### config.mk
export PLATFORM = sky130hd
export DESIGN_NAME = pipeline_hazard_ctrl
export DESIGN_NICKNAME = d
export VERILOG_FILES = /design/src/rtl/hazard_pkg.sv /design/src/rtl/hazard_detect.sv /design/src/rtl/pipeline_hazard_ctrl.sv
export SDC_FILE = /design/constraint.sdc
export NUM_CORES = 1
export LEC_CHECK = 0
export BUFFER_PORTS_ARGS = -buffer_cell sky130_fd_sc_hd__buf_2
export CAP_MARGIN = 5
export CORE_AREA = 2 2 71 66
export CTS_BUF_LIST = sky130_fd_sc_hd__clkbuf_4
export CTS_CLUSTER_SIZE = 12
export DETAILED_ROUTE_END_ITERATION = 16
export DIE_AREA = 0 0 73 68
export GPL_TIMING_DRIVEN = 0
export PLACE_DENSITY = 0.78
export SLEW_MARGIN = 30
export SYNTH_ARGS = -nofsm -noshare
export SYNTH_HDL_FRONTEND = slang
export SYNTH_SLANG_ARGS = --single-unit
### constraint.sdc
create_clock -name clk_i -period 3.3 [get_ports clk_i]
set_input_delay 0.165 -clock clk_i [delete_from_list [all_inputs] [get_ports clk_i]]
set_output_delay 0.165 -clock clk_i [all_outputs]
set_load 0.05 [all_outputs]
### src/rtl/hazard_pkg.sv
// Shared types and constants for the pipeline hazard sequencer and its
// load-use comparator.
package hazard_pkg;

    localparam int STATE_W = 2;
    localparam logic [4:0] REG_X0 = 5'd0;

    typedef enum logic [STATE_W-1:0] {
        RUN      = 2'd0,
        MEM_WAIT = 2'd1
    } state_e;

    typedef struct packed {
        logic pc_write;
        logic ifid_write;
        logic ifid_flush;
        logic idex_bubble;
        logic pipe_stall;
    } pipe_ctrl_t;

    // One control bundle per pipe situation; the sequencer only selects between them.
    localparam pipe_ctrl_t CTRL_HALT   = '{pc_write: 1'b0, ifid_write: 1'b0, ifid_flush: 1'b0,
                                           idex_bubble: 1'b1, pipe_stall: 1'b0};
    localparam pipe_ctrl_t CTRL_FREEZE = '{pc_write: 1'b0, ifid_write: 1'b0, ifid_flush: 1'b0,
                                           idex_bubble: 1'b0, pipe_stall: 1'b1};
    localparam pipe_ctrl_t CTRL_FLUSH  = '{pc_write: 1'b1, ifid_write: 1'b1, ifid_flush: 1'b1,
                                           idex_bubble: 1'b1, pipe_stall: 1'b0};
    localparam pipe_ctrl_t CTRL_BUBBLE = '{pc_write: 1'b0, ifid_write: 1'b0, ifid_flush: 1'b0,
                                           idex_bubble: 1'b1, pipe_stall: 1'b0};
    localparam pipe_ctrl_t CTRL_FLOW   = '{pc_write: 1'b1, ifid_write: 1'b1, ifid_flush: 1'b0,
                                           idex_bubble: 1'b0, pipe_stall: 1'b0};

    function automatic logic reg_match(input logic [4:0] a, input logic [4:0] b);
        return (a == b);
    endfunction

endpackage

### src/rtl/hazard_detect.sv
// Load-use comparator: flags an ID-stage read of a register that the load
// sitting in ID/EX has not produced yet. Kept standalone for forwarding reuse.
module hazard_detect
    import hazard_pkg::*;
(
    input  logic       i_mem_read,
    input  logic [4:0] i_rd_addr,
    input  logic [4:0] i_rs1_addr,
    input  logic [4:0] i_rs2_addr,
    output logic       o_load_use
);

    logic w_rd_live;
    logic w_rs1_hit;
    logic w_rs2_hit;

    // x0 is hard-wired zero, so a load targeting it can never create a hazard.
    assign w_rd_live  = (i_rd_addr != REG_X0);
    assign w_rs1_hit  = reg_match(i_rd_addr, i_rs1_addr);
    assign w_rs2_hit  = reg_match(i_rd_addr, i_rs2_addr);
    assign o_load_use = i_mem_read & w_rd_live & (w_rs1_hit | w_rs2_hit);

endmodule

### src/rtl/pipeline_hazard_ctrl.sv
// Pipeline sequencer: drives PC / IF/ID / ID/EX controls for load-use stalls,
// branch flushes and whole-pipe freezes while data memory is outstanding.
module pipeline_hazard_ctrl
    import hazard_pkg::*;
#(
    parameter int CNT_W    = 32,
    parameter int WAIT_W   = 8,
    parameter int MAX_WAIT = 200
) (
    input  logic             clk_i,
    input  logic             rst_i,
    input  logic             start_i,
    input  logic             IDEX_MemRead_i,
    input  logic [4:0]       IDEX_RDaddr_i,
    input  logic [4:0]       IFID_RS1addr_i,
    input  logic [4:0]       IFID_RS2addr_i,
    input  logic             branch_taken_i,
    input  logic             mem_req_i,
    input  logic             mem_ack_i,
    output logic             PC_write_o,
    output logic             IFID_write_o,
    output logic             IFID_flush_o,
    output logic             IDEX_bubble_o,
    output logic             pipe_stall_o,
    output logic             mem_timeout_o,
    output logic [CNT_W-1:0] stall_cnt_o
);

    localparam logic [WAIT_W-1:0] WAIT_ZERO  = {WAIT_W{1'b0}};
    localparam logic [WAIT_W-1:0] WAIT_ONE   = {{(WAIT_W-1){1'b0}}, 1'b1};
    localparam logic [WAIT_W-1:0] WAIT_SAT   = {WAIT_W{1'b1}};
    localparam logic [WAIT_W-1:0] TIMEOUT_AT = WAIT_W'(MAX_WAIT);
    localparam logic [CNT_W-1:0]  STALL_ONE  = {{(CNT_W-1){1'b0}}, 1'b1};

    state_e            r_state;
    state_e            w_state_next;
    logic [WAIT_W-1:0] r_wait_cnt;
    logic [WAIT_W-1:0] w_wait_cnt_next;
    logic              r_mem_timeout;
    logic              w_mem_timeout_next;
    logic [CNT_W-1:0]  r_stall_cnt;
    logic              w_load_use;
    logic              w_mem_block;
    logic              w_stall_inc;
    pipe_ctrl_t        w_core_ctrl;
    pipe_ctrl_t        w_out_ctrl;

    hazard_detect u_hazard_detect (
        .i_mem_read (IDEX_MemRead_i),
        .i_rd_addr  (IDEX_RDaddr_i),
        .i_rs1_addr (IFID_RS1addr_i),
        .i_rs2_addr (IFID_RS2addr_i),
        .o_load_use (w_load_use)
    );

    // An ack in the request cycle completes the access without any freeze.
    assign w_mem_block = mem_req_i & ~mem_ack_i;

    // State register with memory-wait counter and sticky timeout flag.
    always_ff @(posedge clk_i or negedge rst_i) begin
        if (!rst_i) begin
            r_state       <= RUN;
            r_wait_cnt    <= WAIT_ZERO;
            r_mem_timeout <= 1'b0;
        end else begin
            r_state       <= w_state_next;
            r_wait_cnt    <= w_wait_cnt_next;
            r_mem_timeout <= w_mem_timeout_next;
        end
    end

    // Next-state decode; everything holds while the pipe is not enabled.
    always_comb begin
        w_state_next       = r_state;
        w_wait_cnt_next    = r_wait_cnt;
        w_mem_timeout_next = r_mem_timeout;
        if (start_i) begin
            case (r_state)
                RUN: begin
                    if (w_mem_block) begin
                        w_state_next    = MEM_WAIT;
                        w_wait_cnt_next = WAIT_ONE;
                    end else begin
                        w_state_next    = RUN;
                        w_wait_cnt_next = WAIT_ZERO;
                    end
                end
                MEM_WAIT: begin
                    if (mem_ack_i) begin
                        w_state_next    = RUN;
                        w_wait_cnt_next = WAIT_ZERO;
                    end else begin
                        w_state_next = MEM_WAIT;
                        if (r_wait_cnt != WAIT_SAT) begin
                            w_wait_cnt_next = r_wait_cnt + WAIT_ONE;
                        end else begin
                            w_wait_cnt_next = r_wait_cnt;
                        end
                        if (r_wait_cnt >= TIMEOUT_AT) begin
                            w_mem_timeout_next = 1'b1;
                        end else begin
                            w_mem_timeout_next = r_mem_timeout;
                        end
                    end
                end
                default: begin
                    w_state_next    = RUN;
                    w_wait_cnt_next = WAIT_ZERO;
                end
            endcase
        end else begin
            w_state_next       = r_state;
            w_wait_cnt_next    = r_wait_cnt;
            w_mem_timeout_next = r_mem_timeout;
        end
    end

    // Output decode: memory freeze outranks branch flush, which outranks load-use.
    always_comb begin
        w_core_ctrl = CTRL_HALT;
        case (r_state)
            RUN: begin
                if (w_mem_block) begin
                    w_core_ctrl = CTRL_FREEZE;
                end else if (branch_taken_i) begin
                    w_core_ctrl = CTRL_FLUSH;
                end else if (w_load_use) begin
                    w_core_ctrl = CTRL_BUBBLE;
                end else begin
                    w_core_ctrl = CTRL_FLOW;
                end
            end
            MEM_WAIT: begin
                w_core_ctrl = CTRL_FREEZE;
            end
            default: begin
                w_core_ctrl = CTRL_HALT;
            end
        endcase
    end

    // Reset and a disabled pipe force the halt pattern without waiting for a clock.
    always_comb begin
        w_out_ctrl = CTRL_HALT;
        if (rst_i && start_i) begin
            w_out_ctrl = w_core_ctrl;
        end else begin
            w_out_ctrl = CTRL_HALT;
        end
    end

    assign w_stall_inc = start_i & ~w_core_ctrl.pc_write;

    // Performance counter of enabled cycles in which the PC did not advance.
    always_ff @(posedge clk_i or negedge rst_i) begin
        if (!rst_i) begin
            r_stall_cnt <= {CNT_W{1'b0}};
        end else if (w_stall_inc) begin
            r_stall_cnt <= r_stall_cnt + STALL_ONE;
        end else begin
            r_stall_cnt <= r_stall_cnt;
        end
    end

    assign PC_write_o    = w_out_ctrl.pc_write;
    assign IFID_write_o  = w_out_ctrl.ifid_write;
    assign IFID_flush_o  = w_out_ctrl.ifid_flush;
    assign IDEX_bubble_o = w_out_ctrl.idex_bubble;
    assign pipe_stall_o  = w_out_ctrl.pipe_stall;
    assign mem_timeout_o = r_mem_timeout;
    assign stall_cnt_o   = r_stall_cnt;

endmodule
==> summary.md <==
| Metric | Value |
|---|---|
| Max Transition Viols Final | `0` |
| # nets final | `300` |
| Worst VDD drop | `0.000269 V` |
| Row cnt | `23` |
| Crit path DAT | `1940 ps` |
| Core box area | `4290 µm²` |
| Worst setup margin | `1190 ps` |
| # diodes | `0` |
| Placed Instances | `317` |
| Worst hold-check path type | `in -> reg` |
| Synth area leader | `dfrtp_1` |
| Seq/Total Area, Yosys | `46.7%` |
| Pre-CTS setup slack | `1420 ps` |
| Worst-Skew Late Latency | `350 ps` |
| I/O Pins | `60` |
| RSZ-0062 raised after global routing | `false` |
| Initial Util | `52.5%` |
| CTS tree | `done` |
| Leakage | `0.00133 µW` |
| Fraction of registers with async set or reset after synthesis | `100%` |
| Worst EP required | `3130 ps` |
| DR vias | `1739` |
| Hold Slack | `32.5 ps` |
| Worst slew margin | `61.7%` |
| Post-synth EDFFs | `0` |
| DR vias/cell | `5.33` |
| CTS Buf Count | `5` |
| Pwr Density | `465 nW/µm²` |
| Ys Warns | `0` |
| Largest net degree at the start of global routing | `46` |
| Synth Cell Area | `2250 µm²` |
| Iter 0 DRT Violations | `106` |
| Largest cells by area after synthesis | `dfrtp_1, xnor2_1, xor2_1` |
| HPWL after DPL | `3180 µm` |
| Most frequent cells after synthesis | `dfrtp_1, xnor2_1, nand2_1, xor2_1, nand3_1` |
| Synth Net Count | `233` |
| Setup TNS | `0 ps` |
| Post-route ant nets | `0` |
| Mapped Avg Cell Area | `10.8 µm²` |
| Fin crit period | `2110 ps` |
| IO Port Bufs | `59` |
| CTS sink cnt | `42` |
| Die ar. | `4960 µm²` |
| CP max FO | `6` |
| GP Congestion | `0.811` |
| CP Launch Type | `flip-flop` |
| Die Span Y | `68 µm` |
| Clock tree buffer depth | `2` |
| Number of global-route vias before repair | `1546` |
| Wire per inst | `12.9 µm` |
| Die Wd | `73 µm` |
| CTS clk-pin slew, worst paths | `120 ps` |
| Fin crit share | `63.8%` |
| Drt total wl | `4220 µm` |
| Fmax | `475 MHz` |
| Unique masters post-synth | `37` |
| Max Cap Violations | `0` |
| Clock Skew | `12.3 ps` |
| Remaining DRCs | `0` |
| Yosys reg bits | `42` |
| Worst Setup End Kind | `output port` |
| Clock root buffer | `clkbuf_4` |
| Slew @ Worst Pin | `569 ps` |
| Status | `finished, final reports clean` |
| Global-route wire length before repair | `7000 µm` |
| Top-area cell type share of the netlist area | `46.7%` |
| Synthesis-to-finish area growth | `20.1%` |
| GRT overflow | `0` |
| Initial antenna violation count | `0` |
| Final Non-Filler Cells | `326` |
| Most common cell in the synthesized netlist | `dfrtp_1` |
| WS Path Type | `reg -> out` |
| PostCTS Resize Cnt | `0` |
| Final hold violation count | `0` |
| Total Routing Usage GR | `18.2%` |
| Cells after synthesis | `208` |
| Share of layout cells above drive strength 1 | `34.8%` |
| Ys flop type | `dfrtp_1` |
| Drt pass-1 iters | `4` |
| # setup viols final | `0` |
| H-tree Lvls | `2` |
[kinds of logic (layout without fill, tap and decap cells)]
family                   count (synthesis)  in the layout  synth area share (%)
AO/OA/AOI/OAI                           21             21                  6.39
XOR/XNOR                                44             44                  17.1
adder cells (fa/ha/maj)                  3              3                  1.67
buffers and inverters                    8             76                  2.50
flip-flops                              42             42                  46.7
multiplexers                             1              1                 0.500
AND/OR/NAND/NOR                         89             89                  25.1
[where the power goes]
part | total [µW] | internal, µW | switching (µW)
registers | 605 | 554 | 50.3
clock network | 327 | 159 | 168
logic | 326 | 94.0 | 232
[state kept, by name, indices dropped and copies added (netlist names)]
register,flops
stall_cnt_o,32
r_wait_cnt,8
r_state,1
mem_timeout_o,1
[final timing paths]
| kind | cells past startpoint | to | start | slack, ps |
|---|---|---|---|---|
| min reg2reg | 1 | stall_cnt_o[31] | stall_cnt_o[31] | 490 |
| max reg2reg | 6 | r_wait_cnt[4] | r_wait_cnt[0] | 1370 |
| min in group asynchronous | 2 | stall_cnt_o[0] | rst_i | 320 |
| max | 5 | PC_write_o | r_state[0] | 1190 |
| min | 2 | r_state[0] | mem_ack_i | 30 |
| max in group asynchronous | 2 | stall_cnt_o[30] | rst_i | 2600 |
[per-stage QoR]
stage | total power, µW | utilization, % | area, µm²
after detailed placement | 942 | 60.8 | 2610
after CTS | 1270 | 63.0 | 2700
after global placement | 936 | 60.8 | 2610
final | 1260 | 63.1 | 2700
after floorplan | 844 | - | 2250
after global routing | 1320 | 63.1 | 2700
[area by class of cell]
class	count	area [µm²]
fillers	355	1580
multi-input cells	158	1140
flip-flops and latches	42	1050
repair buffers	60	308
well taps	50	62.6
clock inverters	3	45.0
plain buffers	5	45.0
clock buffers	5	37.5
inverters	3	11.3
[worst max-delay path: stages (launching register included)]
cell and delay [ps]:
dfrtp_1 450, a21oi_1 430, o31ai_1 200, nor2_1 150, buf_4 120, buf_2 240
[metal layers]
metal  vias to the layer above  share of wire (%)  GRT usage [%]
li1                        861                  -              -
met1                       832                 48           24.5
met2                        40                 47           29.4
met3                         6                3.2           3.53
met4                         0                1.4           6.25
met5                         -                  0              0
[cells in the final DEF, fill, tap and decap left out, types with 4 or more instances in the layout]
cell | netlist | final
a21oi_1 | 5 | 5
and3_1 | 8 | 8
and4_1 | 5 | 5
buf_2 | 0 | 58
clkbuf_4 | 0 | 5
dfrtp_1 | 42 | 42
nand2_1 | 16 | 16
nand3_1 | 12 | 12
nand3_2 | 9 | 9
nand4_1 | 6 | 6
nor2_1 | 11 | 11
nor3_1 | 4 | 4
o21ai_0 | 7 | 7
or3_1 | 4 | 4
xnor2_1 | 30 | 30
xor2_1 | 14 | 14
[timing repair]
item | CTS | global route
hold buffers | 1 | 0
hold endpoints to repair | 36 | 0
setup buffers | 0 | 0
Note: power is estimated with default switching activity, not from simulation.
